## src/rtl/fetch_unit.sv

```systemverilog
// fetch_unit: PC, single-outstanding imem request/ack port, one-entry hold buffer and IF/ID register
module fetch_unit #(
  parameter logic [31:0] RESET_PC = 32'h0000_0000,
  parameter logic [31:0] NOP_INST = 32'h0000_0013
) (
  input  logic        clk_i,
  input  logic        rst_ni,
  input  logic [5:0]  stall_i,
  input  logic [5:0]  flush_i,
  input  logic        branch_flag_i,
  input  logic [31:0] branch_target_i,
  output logic        imem_req_o,
  output logic [31:0] imem_addr_o,
  input  logic        imem_ack_i,
  input  logic [31:0] imem_rdata_i,
  output logic [31:0] if_id_pc_o,
  output logic [31:0] if_id_inst_o,
  output logic        if_id_valid_o
);
  typedef enum logic [1:0] {IDLE, WAIT, DROP} state_e;
  state_e      state_q, state_d;
  logic [31:0] pc_q, pc_d, req_addr_q, req_addr_d;
  logic [31:0] buf_pc_q, buf_pc_d, buf_inst_q, buf_inst_d;
  logic [31:0] id_pc_q, id_pc_d, id_inst_q, id_inst_d;
  logic        buf_valid_q, buf_valid_d, id_valid_q, id_valid_d;
  logic        idle, issue, done, park, take_buf, bubble;
  logic        unused;
  assign unused = ^{stall_i[5:2], flush_i[5:2], flush_i[0], branch_target_i[1:0]};
  always_comb begin
    idle        = state_q == IDLE;
    imem_req_o  = idle ? (rst_ni && !stall_i[0] && !buf_valid_q && !branch_flag_i) : 1'b1;
    imem_addr_o = idle ? pc_q : req_addr_q;
    issue       = idle && imem_req_o;
    // a redirect or a DROP state discards whatever returns this cycle
    done        = imem_req_o && imem_ack_i && state_q != DROP && !branch_flag_i;
    park        = done && stall_i[1];
    take_buf    = !branch_flag_i && !flush_i[1] && !stall_i[1] && buf_valid_q;
    bubble      = branch_flag_i || flush_i[1] || (!stall_i[1] && !buf_valid_q && !done);
    state_d     = idle ? ((issue && !imem_ack_i) ? WAIT : IDLE)
                : imem_ack_i ? IDLE
                : (state_q == WAIT && branch_flag_i) ? DROP : state_q;
    pc_d        = branch_flag_i ? {branch_target_i[31:2], 2'b00} : issue ? pc_q + 32'd4 : pc_q;
    req_addr_d  = issue ? pc_q : req_addr_q;
    buf_valid_d = branch_flag_i ? 1'b0 : park ? 1'b1 : take_buf ? 1'b0 : buf_valid_q;
    buf_pc_d    = park ? imem_addr_o : buf_pc_q;
    buf_inst_d  = park ? imem_rdata_i : buf_inst_q;
    id_pc_d     = bubble ? 32'd0 : stall_i[1] ? id_pc_q : buf_valid_q ? buf_pc_q : imem_addr_o;
    id_inst_d   = bubble ? NOP_INST : stall_i[1] ? id_inst_q : buf_valid_q ? buf_inst_q : imem_rdata_i;
    id_valid_d  = bubble ? 1'b0 : stall_i[1] ? id_valid_q : 1'b1;
  end
  always_ff @(posedge clk_i or negedge rst_ni) begin
    if (!rst_ni) begin
      state_q     <= IDLE;
      pc_q        <= RESET_PC;
      req_addr_q  <= RESET_PC;
      buf_valid_q <= 1'b0;
      buf_pc_q    <= 32'd0;
      buf_inst_q  <= NOP_INST;
      id_pc_q     <= 32'd0;
      id_inst_q   <= NOP_INST;
      id_valid_q  <= 1'b0;
    end else begin
      state_q     <= state_d;
      pc_q        <= pc_d;
      req_addr_q  <= req_addr_d;
      buf_valid_q <= buf_valid_d;
      buf_pc_q    <= buf_pc_d;
      buf_inst_q  <= buf_inst_d;
      id_pc_q     <= id_pc_d;
      id_inst_q   <= id_inst_d;
      id_valid_q  <= id_valid_d;
    end
  end
  assign if_id_pc_o    = id_pc_q;
  assign if_id_inst_o  = id_inst_q;
  assign if_id_valid_o = id_valid_q;
endmodule
```

## config.mk

```make
export PLATFORM = sky130hd
export DESIGN_NAME = fetch_unit
export DESIGN_NICKNAME = d
export VERILOG_FILES = /design/src/rtl/fetch_unit.sv
export SDC_FILE = /design/constraint.sdc
export NUM_CORES = 1
export LEC_CHECK = 0
export CAP_MARGIN = 10
export CORE_UTILIZATION = 52
export CTS_CLUSTER_DIAMETER = 40
export CTS_CLUSTER_SIZE = 40
export DETAILED_ROUTE_END_ITERATION = 12
export GPL_TIMING_DRIVEN = 1
export PLACE_DENSITY_LB_ADDON = 0.15
export SYNTH_ARGS = -nofsm -noshare
export SYNTH_HDL_FRONTEND = slang
export SYNTH_SLANG_ARGS = --single-unit
```

## constraint.sdc

```tcl
create_clock -name clk_i -period 2.5 [get_ports clk_i]
set_input_delay 0.5 -clock clk_i [delete_from_list [all_inputs] [get_ports clk_i]]
set_output_delay 0.5 -clock clk_i [all_outputs]
set_load 0.005 [all_outputs]
```

# Yosys cells after proc, flatten, opt, wreduce, memory -nomap -nowiden
# Index checks and enable logic that the tools add are counted.
[word_totals]
reg_bits = 196
latchBits = 0
ram_bits = 0
romBits = 0
output_inout_bits = 98
wordCells = 60
mem_count = 0
[op_classes]
addsub = 1
multipliers = 0
div = 0
order_cmp = 0
eq_ne = 3
shifts = 0
mux = 19
n_bitwise = 0
n_reduce_logical = 28
[ops]
columns = ["cell", "n"]
rows = [
  ["two-way mux 32 bit", 9],
  ["adder 32 x 3 -> 32 bit, second input constant", 1],
  ["logical AND 1 bit", 15],
  ["logical NOT 1 bit", 7],
  ["two-way mux 1 bit", 7],
  ["two-way mux 2 bit", 3],
  ["nonzero test 3 bit", 2],
  ["equality test 2 x 1 -> 1 bit, second input constant", 1],
  ["logical NOT 2 bit", 1],
  ["logical OR 1 bit", 2],
  ["inequality test 2 x 1 -> 1 bit, second input constant", 1],
  ["inequality test 2 bit, second input constant", 1],
  ["nonzero test 2 bit", 1],
]

# Logic depth before layout (Yosys ltp)
# Gate-level depths: netlist of the first run.
[depth]
depth_word = 12
mapped_depth = 8
mapped_depth_nobuf = 6

# Worst setup path after synthesis of the first run
# No wires, ideal clock.
[synth_timing]
path_kind = "input to register"
from = "input branch_flag_i"
to = "register pc_q[12]"
t_arrival_ps = 2400
slack_ps = -19
cell_stages = 6
path_buffers = 2
path_cell_list = "buf_4 -> or4b_4 -> or3_1 -> buf_2 -> or4_4 -> a31o_1"
[synth_via]
elab_chain_len = 5
[synth_lines]
columns = ["item", "line", "rtl"]
rows = [
  ["start, declared", "10", "input logic branch_flag_i,"],
  ["logical NOT 1 bit", "31", "imem_req_o = idle ? (rst_ni && !stall_i[0] && !buf_valid_q && !branch_flag_i) : 1'b1;"],
  ["logical AND 1 bit", "31", ""],
  ["two-way mux 1 bit", "31", ""],
  ["logical AND 1 bit", "33", "issue = idle && imem_req_o;"],
  ["nonzero test 2 bit (no line)", "-", ""],
  ["end signal, assigned", "64", "pc_q <= pc_d;"],
  ["end, declared", "22", "logic [31:0] pc_q, pc_d, req_addr_q, req_addr_d;"],
]
# Several ways; a longest one is shown, not always the timed one.
# A chain may end at the register's enable or synchronous reset.

# Worst setup path in the final report of the first run
[layout_timing]
from = "register state_q[1]"
to = "output imem_addr_o[9]"
[layout_via]
elab_chain_len = 2
[layout_lines]
columns = ["item", "line", "rtl"]
rows = [
  ["start, declared", "21", "state_e state_q, state_d;"],
  ["start signal, assigned", "63", "state_q <= state_d;"],
  ["logical NOT 2 bit", "30", "idle = state_q == IDLE;"],
  ["two-way mux 32 bit", "32", "imem_addr_o = idle ? pc_q : req_addr_q;"],
  ["end, declared", "13", "output logic [31:0] imem_addr_o,"],
]
# No other way between the ends.

==> metrics.md, run 1 <==
| Metric | Value |
|---|---|
| Met1 Usage GRT | `between 30% and 40%` |
| Post-synth top cells | `nand2_1, dfrtp_1, nor2_1` |
| Dominant cells by area after synthesis | `dfrtp_1, mux2i_1, nand2_1` |
| Failing checks | `setup timing` |
| Die area | `roughly 18,000 sq um` |
| # IOs | `178` |
| Antenna Cells | `0` |
| Final setup viols | `3` |
| DRT Wirelength | `23,500 microns` |
| Die width | `between 100 and 150 microns` |
| Site row count | `47` |
| Post-synth ARST share | `between 90% and 100%` |
| Worst-Margin Slew | `0.960 ns` |
| CP max FO | `7` |
| Max clock buf depth | `2` |
| Syn Inst Count | `927` |
| Yosys reg bits | `188` |
| Leak | `5.80 nW` |
| Final Wtd Congestion | `around 0.89` |
| Fin area | `12,400 sq um` |
| DIE HEIGHT | `132 microns` |
| Initial core utilization | `53.4%` |
| Primary FF master, synth | `dfrtp_1` |
| Post-synth EDFFs | `0` |
| Syn Std Cell Area | `just under 9000 sq um` |
| ANT nets after route | `0` |
| Area grow syn2layout | `40.2%` |
| DR pass1 iterations | `5` |
| Pwr/cell area | `640 nW/um^2` |
| Yosys cell types | `46` |
| Number of synthesis warnings | `0` |
| WL/cell | `between 15 and 20 microns` |
| Crit. End Element | `output port` |
| Post-synth top area share | `51.5%` |
| Cell Count, Final, Fillers Out | `1,372` |
| Busiest grt layer | `met2` |
| Classification of the worst setup path | `reg2out` |
| Hold Vio Cnt, Final | `0` |
| Min Tclk post-route | `2.52 ns` |
| Share of cells above drive strength 1 | `18.6%` |
| DR vias | `7,534` |
| Max cap viols | `0` |
| CTS Buf Count | `17` |
| CP arrival | `around 2.0 ns` |
| Cell type with the largest total area after synthesis | `dfrtp_1` |
| Vias in the first global route | `6,823` |
| Core region area | `approximately 17,000 sq um` |
| Hold Crit Class | `in2async` |
| Final worst setup slack | `-0.0163 ns` |
| Max Slew Vio Count | `0` |
| Slew HR | `36.0%` |
| Max frequency | `a little under 0.4 GHz` |
| H-tree levels | `4` |
| Total track usage | `26.2%` |
| Vias per cell | `between 5 and 6` |
| Antenna violations before repair | `0` |
| Count leader, synth | `nand2_1` |
| Grt ovf | `0` |
| DP Area | `roughly 11,000 sq um` |
| Clock sinks | `188` |
| Final period utilization | `101%` |
| Final net count | `roughly 1,200` |
| Post-Syn Area per Cell | `9.55 sq um` |
| Iteration-0 DRC Markers | `between 600 and 700` |
| Largest net degree at the start of global routing | `117` |
| GR Layer Usage met3 | `between 3 and 4%` |
| Met2 Use GR | `about two fifths` |
| Final Skew | `0.0103 ns` |
| TritonCTS clock tree | `built` |
| Placed insts | `1,303` |
| Core Util, Final | `74.8%` |
| Sequential share of the synthesized area | `53.2%` |
| Root Buffer Master | `clkbuf_16` |
| Cts hold-fix bufs | `0` |
| Dpl ws | `-0.325 ns` |
| Req. time, crit path | `2.00 ns` |
| RSZ-0062 raised after global routing | `true` |
| I/O Buffers | `around 160` |
| HPWL Detailed | `14,300 microns` |
| First-pass GRT wire length | `36,100 microns` |
| Status | `finished, violations left` |
| TNS Setup | `-0.0419 ns` |
| Clock transition at path regs | `0.07 ns` |
| Critical path launch point type | `flip-flop` |
| Worst-skew pair later-pin latency | `between 0.4 and 0.5 ns` |
| Post-route DRC | `0` |
| Peak supply drop | `492 uV` |
==> cell families (layout without fill, tap and decap cells) <==
family	count (synthesis)	after routing	synth area share (%)
other	1	4	0.0424
buffers and inverters	103	324	4.67
multiplexers	129	129	15.1
XOR/XNOR	3	3	0.297
AND/OR/NAND/NOR	348	348	16.2
adder cells (fa/ha/maj)	1	1	0.141
AO/OA/AOI/OAI	154	155	10.3
flip-flops	188	188	53.2
==> stage by stage <==
| step | hold slack [ns] | power (mW) |
|---|---|---|
| floorplan | 0.204 | 4.45 |
| global placement | 0.456 | 5.04 |
| detailed placement | 0.462 | 5.09 |
| CTS | 0.234 | 7.85 |
| global route | 0.222 | 8.31 |
| finish | 0.191 | 7.95 |
==> repair_timing <==
action,4_1_cts,5_1_grt
gates resized for setup,50,55
buffers inserted,13,18
pin swaps,2,2
endpoints found under the setup margin,30,101
cloned,3,4
==> cell type report <==
| class | count | area [sq um] |
|---|---|---|
| Sequential cell | 188 | 4720 |
| Fill cell | 1171 | 4170 |
| Multi-Input combinational cell | 640 | 4150 |
| Timing Repair Buffer | 256 | 2550 |
| Clock buffer | 22 | 464 |
| Tap cell | 220 | 275 |
| Inverter | 36 | 135 |
| Clock inverter | 10 | 119 |
==> state kept, by name, indices dropped and copies added (netlist names) <==
register,flops
buf_inst_q,32
buf_pc_q,30
buf_valid_q,1
if_id_inst_o,32
if_id_pc_o,30
if_id_valid_o,1
pc_q,30
req_addr_q,30
state_q,2
==> worst paths after layout <==
path | start | endpoint | slack (ns) | cells after the start
min reg2reg | buf_pc_q[17]$_DFFE_PN0P_ | buf_pc_q[17]$_DFFE_PN0P_ | 0.48 | 2
min in group clk_i | buf_pc_q[17]$_DFFE_PN0P_ | buf_pc_q[17]$_DFFE_PN0P_ | 0.48 | 2
max reg2reg | buf_valid_q$_DFFE_PN0P_ | if_id_pc_o[6]$_DFFE_PN0P_ | 0.03 | 8
max | state_q[1]$_DFFE_PN0P_ | imem_addr_o[9] | -0.02 | 5
max in group asynchronous | rst_ni | state_q[1]$_DFFE_PN0P_ | 0.85 | 3
min | rst_ni | buf_inst_q[9]$_DFFE_PN0P_ | 0.19 | 2
==> cell usage in the layout, fill, tap and decap left out, types with 3 or more instances in the layout <==
cell             count
dlygate4sd2_1        7
dlymetal6s2s_1      17
nor3_1               6
a22oi_1              5
buf_4               73
mux2_2              35
clkdlybuf4s50_1    133
o21ai_0             76
clkbuf_16           19
nor2_1             105
dfstp_2              6
nand2_1            187
o211ai_1            12
nand3_1             15
inv_1               36
dfrtp_1            179
nand4_1             11
a32oi_1              4
nand2b_1             5
o311ai_0             6
buf_12               7
clkinv_4             3
mux2i_4             27
mux2i_1             66
and3_1               6
clkbuf_1             3
conb_1               4
a221o_1              3
clkinvlp_4           3
clkbuf_8             3
a21oi_1             35
buf_6               11
clkbuf_2             3
==> routing by layer <==
metal / vias up / share of wire [%]
met3: 36 / 5.3
li1: 3565 / -
met1: 3647 / 45
met5: - / 0
met2: 286 / 48
met4: 0 / 2.0
==> worst max-delay path, cell delays in order, from the launching register on <==
cell and delay (ns):
dfrtp_2 0.43, nor2_4 0.16, buf_6 0.22, mux2i_4 0.28
inv_1 0.07, clkdlybuf4s50_1 0.44
==> where the power goes <==
group | leakage [nW] | switching, mW | internal, mW | total (mW)
clock network | 0.276 | 1.14 | 1.53 | 2.67
logic | 3.09 | 0.662 | 0.775 | 1.44
registers | 2.43 | 0.345 | 3.49 | 3.84
(Power assumes the default switching activity.)
==> run 2, diff against run 1 <==
- CTS_CLUSTER_SIZE: 40 -> 14
- SKIP_LAST_GASP: default -> 1
==> run 2 against run 1 <==
Net effect: the flow still finishes with violations (setup timing); critical path depth grew 1; sequential power is essentially flat; sequential cell count is the same; register-to-register slack is essentially flat; combinational power is essentially flat; via count is essentially flat; clock-buffer cell count is the same; setup slack lost 0.022 ns; design area is essentially flat; sequential share of layout area is essentially flat; power is essentially flat.
==> metrics.md, run 2 (same netlist as run 1, synthesis figures left out) <==
| Metric | Value |
|---|---|
| Leak | `5.79 nW` |
| Sequential share of power | `48.3%` |
| # IOs | `178` |
| H-tree levels | `4` |
| DR pass1 iterations | `5` |
| Final setup viols | `4` |
| Max cap viols | `0` |
| Req. time, crit path | `2.00 ns` |
| Initial core utilization | `a little over half` |
| Placed insts | `between 1,000 and 1,500` |
| Clock sinks | `roughly 190` |
| Total track usage | `between 20% and 30%` |
| Final net count | `1,220` |
| Worst-Margin Slew | `approximately 0.95 ns` |
| DRT Wirelength | `23,400 microns` |
| Slew HR | `36.5%` |
| Max Slew Vio Count | `0` |
| Antenna Cells | `0` |
| Most frequent cells in the layout | `nand2_1, dfrtp_1, clkdlybuf4s50_1, nor2_1` |
| Crit Reg-Reg Endpoint | `if_id_pc_o[19]$_DFFE_PN0P_` |
| Final period utilization | `102%` |
| TritonCTS clock tree | `built` |
| Pwr/cell area | `640 nW/um^2` |
| Classification of the worst setup path | `reg2out` |
| Min Tclk post-route | `2.54 ns` |
| CP arrival | `between 2 and 2.5 ns` |
| Power, Total | `7.95 mW` |
| CTS Buf Count | `17` |
| Critical path launch point type | `flip-flop` |
| Cell Count, Final, Fillers Out | `1,372` |
| Share of cells above drive strength 1 | `18.3%` |
| First-pass GRT wire length | `between 30,000 and 40,000 microns` |
| P_sw | `2.15 mW` |
| Antenna violations before repair | `0` |
| ANT nets after route | `0` |
| Area grow syn2layout | `40.2%` |
| Vias in the first global route | `6,823` |
| Cts hold-fix bufs | `0` |
| Clock transition at path regs | `0.07 ns` |
| Iteration-0 DRC Markers | `554` |
| Post-route DRC | `0` |
| Grt ovf | `0` |
| R2r setup slk | `0.04 ns` |
| Clk network pwr share | `33.7%` |
| Met1 Usage GRT | `roughly 38%` |
| Final Skew | `around 0.0095 ns` |
| Final worst setup slack | `-0.0385 ns` |
| Site row count | `47` |
| Max frequency | `between 0.3 and 0.4 GHz` |
| Max clock buf depth | `2` |
| DR vias | `around 7,500` |
| Internal | `5.80 mW` |
| Core region area | `16,600 sq um` |
| Worst-skew pair later-pin latency | `0.42 ns` |
| Hold Crit Class | `in2async` |
| Busiest grt layer | `met2` |
| Status | `finished, violations left` |
| Reg-to-Reg Start | `buf_valid_q$_DFFE_PN0P_` |
| Die area | `17,500 sq um` |
| Root Buffer Master | `clkbuf_16` |
| Met2 Use GR | `41.1%` |
| Hold Vio Cnt, Final | `0` |
| WL/cell | `17.0 microns` |
| HPWL Detailed | `about 14,000 microns` |
| Comb power frac | `18.1%` |
| RSZ-0062 raised after global routing | `true` |
| Largest net degree at the start of global routing | `117` |
| Failing checks | `setup timing` |
| Fillers | `1,171` |
| I/O Buffers | `162` |
| Reg2Reg Depth | `8` |
| Final Wtd Congestion | `between 0.8 and 0.9` |
| Vias per cell | `5.49` |
| DIE HEIGHT | `132 microns` |
| GR Layer Usage met3 | `3.52%` |
| Crit. End Element | `output port` |
| Sw Share | `27.0%` |
| Most common cell after layout, fill and taps aside | `nand2_1` |
| CP max FO | `7` |
| Peak supply drop | `about 490 uV` |
| Die width | `132 microns` |
-- run 2: cell types whose count changed in the layout (fill, tap and decap cells not counted) --
cell / change
buf_4: +3
buf_6: -3
clkbuf_2: -3
clkdlybuf4s15_1: +1
clkdlybuf4s50_1: +1
dlygate4sd2_1: +1
-- run 2: cell type report --
| type | count | area, sq um | area share [%] |
|---|---|---|---|
| tap | 220 | 275 | 2.22 |
| multi-input combinational | 640 | 4150 | 33.4 |
| clock inverter | 10 | 119 | 0.958 |
| inverter | 36 | 135 | 1.09 |
| timing repair buffer | 256 | 2550 | 20.6 |
| sequential | 188 | 4720 | 38.0 |
| clock buffer | 22 | 464 | 3.74 |
-- run 2: worst max path at each step --
stage,start,endpoint,slack (ns),cells after the start
floorplan,branch_flag_i,pc_q[12]$_DFFE_PN0N_,0.03,6
global placement,stall_i[0],pc_q[12]$_DFFE_PN0N_,-0.31,5
detailed placement,stall_i[0],pc_q[12]$_DFFE_PN0N_,-0.33,5
CTS,state_q[0]$_DFFE_PN0P_,imem_addr_o[24],-0.09,6
global route,state_q[1]$_DFFE_PN0P_,imem_addr_o[31],-0.11,6
finish,state_q[1]$_DFFE_PN0P_,imem_addr_o[22],-0.04,6
-- run 2: what timing repair did --
item	in CTS	in global routing
pin swaps	2	2
buffers inserted	13	18
cloned	3	4
endpoints found under the setup margin	30	101
gates resized for setup	50	47
endpoints found under the hold margin	0	0
-- run 2: through the flow --
step,cell area (sq um),hold slack [ns],TNS [ns],setup WS [ns],util [%]
3_3_place_gp,11000,0.456,-35.17,-0.314,66.6
4_1_cts,12000,0.234,-1.39,-0.0876,72.3
6_report,12400,0.191,-0.0902,-0.0385,74.8
2_1_floorplan,8860,0.204,0,0.0265,-
5_1_grt,12400,0.221,-0.820,-0.113,74.8
3_5_place_dp,11000,0.462,-36.89,-0.325,66.6
-- run 2: per-layer routing --
layer,vias up,wire [microns]
met2,272,11100
li1,3566,-
met4,0,422
met1,3657,10600
met3,34,1280
met5,-,0
-- run 2: power groups by stage --
stage | Sequential (mW) | Clock, mW | Combinational, mW
after floorplan | 3.74 | 0 | 0.715
after global placement | 3.79 | 0 | 1.24
after detailed placement | 3.82 | 0 | 1.28
after CTS | 3.80 | 2.70 | 1.35
after global routing | 3.90 | 2.83 | 1.58
final | 3.84 | 2.68 | 1.44
-- run 2: worst max-delay path, stage by stage (launching register included) --
cell and delay (ns):
dfrtp_2 0.43, nor2_4 0.16, buf_4 0.14, buf_12 0.13, mux2i_4 0.26, inv_1 0.06
clkdlybuf4s50_1 0.44
